<file path="src/rtl/instr_fetch_if.sv">
// Fetch-unit bus bundle: instruction-memory request/response channel
// plus the instruction handshake toward decode.
interface instr_fetch_if;
   logic        imem_req;
   logic [31:0] imem_addr;
   logic        imem_ready;
   logic        imem_rvalid;
   logic [31:0] imem_rdata;
   logic        instr_valid;
   logic [31:0] instr;
   logic [31:0] instr_pc;
   logic        instr_ready;

   modport master (
      output imem_req, imem_addr,
      output instr_valid, instr, instr_pc,
      input  imem_ready, imem_rvalid, imem_rdata,
      input  instr_ready
   );

   modport slave (
      input  imem_req, imem_addr,
      input  instr_valid, instr, instr_pc,
      output imem_ready, imem_rvalid, imem_rdata,
      output instr_ready
   );
endinterface

</file>
<file path="src/rtl/instr_fetch.sv">
// Instruction fetch: one outstanding request, 2-entry buffer, redirects.
// Define DELAY_SLOT_EN to keep the branch delay slot across a redirect.
module instr_fetch #(
   parameter logic [31:0] RESET_PC = 32'h0000_0000
) (
   input  logic          clk,
   input  logic          rst_n,
   instr_fetch_if.master bus,
   input  logic          branch_taken,
   input  logic [31:0]   branch_target,
   input  logic          jump,
   input  logic [25:0]   jump_index
);

   localparam logic [1:0] IDLE = 2'd0;
   localparam logic [1:0] REQ  = 2'd1;
   localparam logic [1:0] WAIT = 2'd2;

`ifdef DELAY_SLOT_EN
   localparam logic DSLOT = 1'b1;
`else
   localparam logic DSLOT = 1'b0;
`endif

   logic [1:0]  st, st_n;
   logic [31:0] pc, pc_n;
   logic [31:0] tgt, tgt_n;
   logic [31:0] opc, opc_n;
   logic [31:0] last_pc;
   logic        drop, drop_n;
   logic        pend, pend_n;
   logic        pdrop, pdrop_n;

   logic [1:0]  cnt, n_cnt;
   logic [31:0] ins0, ins1, pc0, pc1;
   logic [31:0] n_ins0, n_ins1, n_pc0, n_pc1;

   logic        push, pop, accept, redir;
   logic        has_post, flush_all, space;
   logic [31:0] bpc, target;
   logic [3:0]  jhi;
   logic        unused;

   assign push   = (st == WAIT) && bus.imem_rvalid && !drop;
   assign pop    = (cnt != 2'd0) && bus.instr_ready;
   assign accept = (st == REQ) && bus.imem_ready;
   assign redir  = branch_taken || jump;

   // Jump region comes from the pc after the redirecting instruction.
   assign bpc    = pop ? pc0 : last_pc;
   assign jhi    = bpc[31:28] + {3'b000, &bpc[27:2]};
   assign target = branch_taken ? {branch_target[31:2], 2'b00}
                                : {jhi, jump_index, 2'b00};
   assign unused = &{1'b0, branch_target[1:0], bpc[1:0]};

   assign bus.imem_req    = (st == REQ);
   assign bus.imem_addr   = pc;
   assign bus.instr_valid = (cnt != 2'd0);
   assign bus.instr       = ins0;
   assign bus.instr_pc    = pc0;

   always_comb begin
      n_ins0 = ins0;
      n_ins1 = ins1;
      n_pc0  = pc0;
      n_pc1  = pc1;
      n_cnt  = cnt;
      if (pop) begin
         n_ins0 = ins1;
         n_pc0  = pc1;
         n_cnt  = cnt - 2'd1;
      end
      if (push) begin
         if (n_cnt == 2'd0) begin
            n_ins0 = bus.imem_rdata;
            n_pc0  = opc;
         end else begin
            n_ins1 = bus.imem_rdata;
            n_pc1  = opc;
         end
         n_cnt = n_cnt + 2'd1;
      end
      has_post  = (n_cnt != 2'd0);
      flush_all = !DSLOT || has_post;
      if (redir)
         n_cnt = (DSLOT && has_post) ? 2'd1 : 2'd0;
      space = !n_cnt[1];
   end

   always_comb begin
      st_n    = st;
      pc_n    = pc;
      tgt_n   = tgt;
      opc_n   = opc;
      drop_n  = drop;
      pend_n  = pend;
      pdrop_n = pdrop;
      unique case (st)
         IDLE: if (space) st_n = REQ;
         REQ: begin
            if (accept) begin
               st_n  = WAIT;
               opc_n = pc;
               if (pend) begin
                  pc_n   = tgt;
                  pend_n = 1'b0;
                  drop_n = pdrop;
               end else begin
                  pc_n   = pc + 32'd4;
                  drop_n = 1'b0;
               end
            end
         end
         WAIT: begin
            if (bus.imem_rvalid) begin
               drop_n = 1'b0;
               st_n   = space ? REQ : IDLE;
            end
         end
         default: st_n = IDLE;
      endcase
      // A redirect either replaces pc now or parks the target in tgt
      // until the in-flight handshake (or delay-slot fetch) is done.
      if (redir) begin
         tgt_n = target;
         unique case (st)
            IDLE: begin
               st_n = REQ;
               if (flush_all) begin
                  pc_n   = target;
                  pend_n = 1'b0;
               end else begin
                  pend_n  = 1'b1;
                  pdrop_n = 1'b0;
               end
            end
            REQ: begin
               if (accept) begin
                  pc_n   = target;
                  pend_n = 1'b0;
                  drop_n = flush_all;
               end else begin
                  pend_n  = 1'b1;
                  pdrop_n = flush_all;
               end
            end
            WAIT: begin
               pc_n = target;
               if (bus.imem_rvalid) begin
                  drop_n = 1'b0;
                  st_n   = REQ;
               end else if (flush_all) begin
                  drop_n = 1'b1;
               end
            end
            default: ;
         endcase
      end
   end

   always_ff @(posedge clk) begin
      if (!rst_n) begin
         st      <= IDLE;
         pc      <= RESET_PC;
         tgt     <= 32'd0;
         opc     <= 32'd0;
         last_pc <= 32'd0;
         drop    <= 1'b0;
         pend    <= 1'b0;
         pdrop   <= 1'b0;
         cnt     <= 2'd0;
         ins0    <= 32'd0;
         ins1    <= 32'd0;
         pc0     <= 32'd0;
         pc1     <= 32'd0;
      end else begin
         st      <= st_n;
         pc      <= pc_n;
         tgt     <= tgt_n;
         opc     <= opc_n;
         last_pc <= bpc;
         drop    <= drop_n;
         pend    <= pend_n;
         pdrop   <= pdrop_n;
         cnt     <= n_cnt;
         ins0    <= n_ins0;
         ins1    <= n_ins1;
         pc0     <= n_pc0;
         pc1     <= n_pc1;
      end
   end

endmodule

</file>
<file path="src/flat_wrapper.sv">
// flat-port wrapper written by rule: the top's interface ports become plain ports
module instr_fetch_flat 
#(
   parameter logic [31:0] RESET_PC = 32'h0000_0000
)
  (clk, rst_n, branch_taken, branch_target, jump, jump_index, bus_imem_req, bus_imem_addr, bus_instr_valid, bus_instr, bus_instr_pc, bus_imem_ready, bus_imem_rvalid, bus_imem_rdata, bus_instr_ready);
  instr_fetch_if bus_i ();
  input  logic clk;
  input  logic rst_n;
  input  logic branch_taken;
  input  logic [31:0] branch_target;
  input  logic jump;
  input  logic [25:0] jump_index;
  output wire logic [$bits(bus_i.imem_req)-1:0] bus_imem_req;
  output wire logic [$bits(bus_i.imem_addr)-1:0] bus_imem_addr;
  output wire logic [$bits(bus_i.instr_valid)-1:0] bus_instr_valid;
  output wire logic [$bits(bus_i.instr)-1:0] bus_instr;
  output wire logic [$bits(bus_i.instr_pc)-1:0] bus_instr_pc;
  input wire logic [$bits(bus_i.imem_ready)-1:0] bus_imem_ready;
  input wire logic [$bits(bus_i.imem_rvalid)-1:0] bus_imem_rvalid;
  input wire logic [$bits(bus_i.imem_rdata)-1:0] bus_imem_rdata;
  input wire logic [$bits(bus_i.instr_ready)-1:0] bus_instr_ready;
  assign bus_imem_req = bus_i.imem_req;
  assign bus_imem_addr = bus_i.imem_addr;
  assign bus_instr_valid = bus_i.instr_valid;
  assign bus_instr = bus_i.instr;
  assign bus_instr_pc = bus_i.instr_pc;
  assign bus_i.imem_ready = bus_imem_ready;
  assign bus_i.imem_rvalid = bus_imem_rvalid;
  assign bus_i.imem_rdata = bus_imem_rdata;
  assign bus_i.instr_ready = bus_instr_ready;
  instr_fetch #(.RESET_PC(RESET_PC)) u_core (.clk(clk), .rst_n(rst_n), .bus(bus_i), .branch_taken(branch_taken), .branch_target(branch_target), .jump(jump), .jump_index(jump_index));
endmodule
</file>
<file path="config.mk">
export PLATFORM = sky130hd
export DESIGN_NAME = instr_fetch_flat
export DESIGN_NICKNAME = d
export VERILOG_FILES = /design/src/rtl/instr_fetch_if.sv /design/src/rtl/instr_fetch.sv /design/src/flat_wrapper.sv
export SDC_FILE = /design/constraint.sdc
export NUM_CORES = 1
export LEC_CHECK = 0
export CAP_MARGIN = 20
export CELL_PAD_IN_SITES_DETAIL_PLACEMENT = 0
export CELL_PAD_IN_SITES_GLOBAL_PLACEMENT = 2
export CORE_ASPECT_RATIO = 2
export CORE_UTILIZATION = 31
export DETAILED_ROUTE_END_ITERATION = 12
export PLACE_DENSITY = 0.84
export SYNTH_ARGS = -nofsm -noshare
export SYNTH_HDL_FRONTEND = slang
export SYNTH_SLANG_ARGS = --single-unit
</file>
<file path="constraint.sdc">
create_clock -name clk -period 2.98 [get_ports clk]
set_input_delay 0.447 -clock clk [delete_from_list [all_inputs] [get_ports clk]]
set_output_delay 0.447 -clock clk [all_outputs]
set_load 0.01 [all_outputs]
</file>
==> metrics <==
DRC=0; Min-Delay Path Class=in2reg; setup_tns=0 ns; post-DR vias/cell=5.23; R2R setup slack=0.32 ns; Worst R2R End=u_core.bus.imem_addr[31]; Placement Cell Area=14400 um^2; top-count cell post-synth=nand2_1; peak supply drop=0.386 mV; worst path cell trace=nand4_1 -> nor4_2 -> buf_4 -> nand3_1 -> nand2_1 -> ha_1 -> nand3_1 -> xor2_1 -> a2111oi_0 -> o21ai_0 -> o221ai_1; total wire length=38.6 mm; Commonest cells post-synth=nand2_1 (436), dfxtp_1 (259), a21oi_1 (203), nor2_1 (140), clkbuf_1 (73); Filler Cell Count=3827; H-tree levels=1; DR WL/cell=17.8 um; Clock transition at path regs=0.06 ns; worst skew pair latency=0.54 ns; delay of the slowest critical-path stage=0.46 ns; Core Area=37400 um^2; Initial Utilization=31.5%; Max FO, Critical Path=4; number of cells on the worst reg-to-reg path=11; Synth top area share=43.9%; Clock Path Buffers=3; port bufs=192; CP max-delay cell=a2111oi_0; combinational power share=15.9%; CP Launch Type=flip-flop; P_sw=2.39 mW; Synth cell types=65; number of synthesized flops with an enable pin=0; Rows=100; drt pass-1 iters=5; Mean Syn Cell Area=7.66 um^2; Routability Congestion=0.843; DRT iter0 DRCs=645; Yosys warnings=0; Worst setup startpoint=u_core.bus.instr_pc[11]; gr ovfl total=0; Die H=278 um; crit path capture type=flip-flop; initial antenna violation count=0; Setup Skew=0.00754 ns; clock share of power=40.3%; Bufs and invs on worst path=1; Flop pwr share=43.9%; critical path arrival=3.11 ns; syn_nets=1647; min Tclk post-route=2.66 ns; CTS tree=built; Top Ports=195; fin area=15300 um^2; Worst path depth=11; RSZ-0062 raised after global routing=false; overall global routing resource usage=19.8%; Final Net Count=1799; area of the mapped netlist=11800 um^2; Slew headroom=33.7%; final setup fails=0; ratio of final minimum period to clock period=89.3%; Seq/Total Area, Yosys=43.9%; hpwl dp=27.2 mm; final hold violations=0; top cells by area, synth=dfxtp_1 (44%), nand2_1 (14%), a21oi_1 (8.6%); chip width=140 um; worst hold start=jump; root buffer cell=clkbuf_16; switch share=27.8%; Post-Synthesis Cells=1541; leak pwr=5.42 nW; layout cell share with drive strength beyond 1=7.47%; CP top delay family=simple AND/OR/NAND/NOR gates; PD cells=562 nW/um^2; Num Clock Sinks=259; RR Startpoint=u_core.bus.instr_pc[11]; number of max-slew violations in the final report=0; Synth Flop Type=dfxtp_1; Worst EP required=3.43 ns; Internal=6.20 mW; via count=11400; status=complete, no violations; largest net degree at the start of global routing=121; via count of the first global-routing pass=11100; top cell type by total area after synthesis=dfxtp_1; critical setup path kind=reg2reg; Least-Margin Pin Slew=0.991 ns; flops & latches, synth=259; Async SR Flop Fraction=0%; CTS buffer count=26; Die Footprint=38900 um^2; max-cap violation count=0; Crit path top cell by count=nand3_1; worst setup path endpoint=u_core.bus.imem_addr[31]; Ant. Diodes=0; area grow syn2layout=29.6%; f_max=376 MHz; global-route wire length before repair=61.4 mm; ANT nets after route=0
sequential cells by signal, summed over array words and instances, names as in the netlist:
| register | count |
|---|---|
| u_core.bus.imem_addr | 32 |
| u_core.bus.instr | 32 |
| u_core.bus.instr_pc | 32 |
| u_core.cnt | 2 |
| u_core.drop | 1 |
| u_core.ins1 | 32 |
| u_core.last_pc | 30 |
| u_core.opc | 32 |
| u_core.pc1 | 32 |
| u_core.pdrop | 1 |
| u_core.pend | 1 |
| u_core.st | 2 |
| u_core.tgt | 30 |
what timing repair did:
item / CTS / global route
setup buffers: 0 / 0
hold buffers: 0 / 0
endpoints found under the hold margin: 0 / 0
gates resized for setup: 0 / 1
endpoints found under the setup margin: 0 / 1
layout make-up:
class / instances / area (um^2) / area share [%]
Multi-Input combinational cell: 1142 / 6090 / 39.8
Sequential cell: 259 / 5180 / 33.9
Timing Repair Buffer: 249 / 2490 / 16.3
Clock buffer: 34 / 742 / 4.85
Tap cell: 459 / 574 / 3.75
Clock inverter: 14 / 154 / 1.01
Inverter: 15 / 61.3 / 0.401
worst reg2reg max path, cell delays in order, from the launching register on:
cell	delay [ns]
dfxtp_1	0.42
nand4_1	0.18
nor4_2	0.42
buf_4	0.18
nand3_1	0.05
nand2_1	0.10
ha_1	0.23
nand3_1	0.11
xor2_1	0.16
a2111oi_0	0.46
o21ai_0	0.17
o221ai_1	0.10
worst min path at each step:
stage | depth (start not counted) | end | slack [ns]
finish | 4 | u_core.tgt[4] | 0.36
global route | 4 | u_core.tgt[4] | 0.37
CTS | 4 | u_core.tgt[4] | 0.33
detailed placement | 2 | u_core.pc1[16] | 0.45
global placement | 2 | u_core.pc1[18] | 0.44
floorplan | 2 | u_core.last_pc[13] | 0.44
power by group through the flow:
stage                     Sequential (mW)  Combinational (mW)  Clock, mW
final                                3.77                1.36       3.46
after global routing                 3.79                1.49       3.70
after CTS                            3.77                1.38       3.56
after detailed placement             3.85                1.37          0
after global placement               3.85                1.36          0
after floorplan                      3.82               0.705          0
metal layers:
metal  part of all wire, %  GRT usage [%]  wire length (um)
met3                   3.8           2.12              1460
met2                    52           36.9             19900
met5                     0              0                 0
met4                   5.0           9.78              1920
met1                    40           22.0             15300
cell families after synthesis:
logic type	after synthesis	synth area share, %
adders and majority gates	9	0.954
xor gates and xnor gates	8	0.594
buffers and inverters	140	4.87
DFF	259	43.9
muxes	65	5.53
AOI/OAI and AO/OA	377	19.9
and+or+nand+nor	683	24.2
metrics by stage:
| step | util [%] | hold slack (ns) | instances | setup WS (ns) | power, mW |
|---|---|---|---|---|---|
| after global placement | 38.5 | 0.442 | 2124 | 0.146 | 5.21 |
| after global routing | 40.9 | 0.370 | 2172 | 0.102 | 8.97 |
| after CTS | 40.9 | 0.335 | 2172 | 0.0323 | 8.70 |
| after floorplan | - | 0.436 | 1541 | 0.418 | 4.53 |
| after detailed placement | 38.5 | 0.447 | 2124 | 0.0612 | 5.21 |
| final | 40.9 | 0.362 | 2172 | 0.318 | 8.59 |
placed cells by master (no fill, tap or decap), drive strengths merged, types with 4 or more instances in the layout:
cell type,netlist,routed
dfxtp,259,259
and2,12,12
o21ai,41,41
nor4,5,5
o21a,4,4
nor2,140,140
nand2b,7,7
buf,52,59
mux2i,63,63
nand4,29,29
xor2,5,5
nor2b,4,4
a311oi,64,64
inv,15,15
o221ai,7,7
clkbuf,73,34
o22ai,4,4
and3,11,11
o211ai,8,8
nand2,436,436
a211oi,14,14
a21oi,203,203
clkinv,0,9
nand3,17,17
ha,9,9
clkdlybuf4s50,0,190
nor3,7,7
a31oi,4,4
No activity file was read; power rests on OpenSTA's default activity.
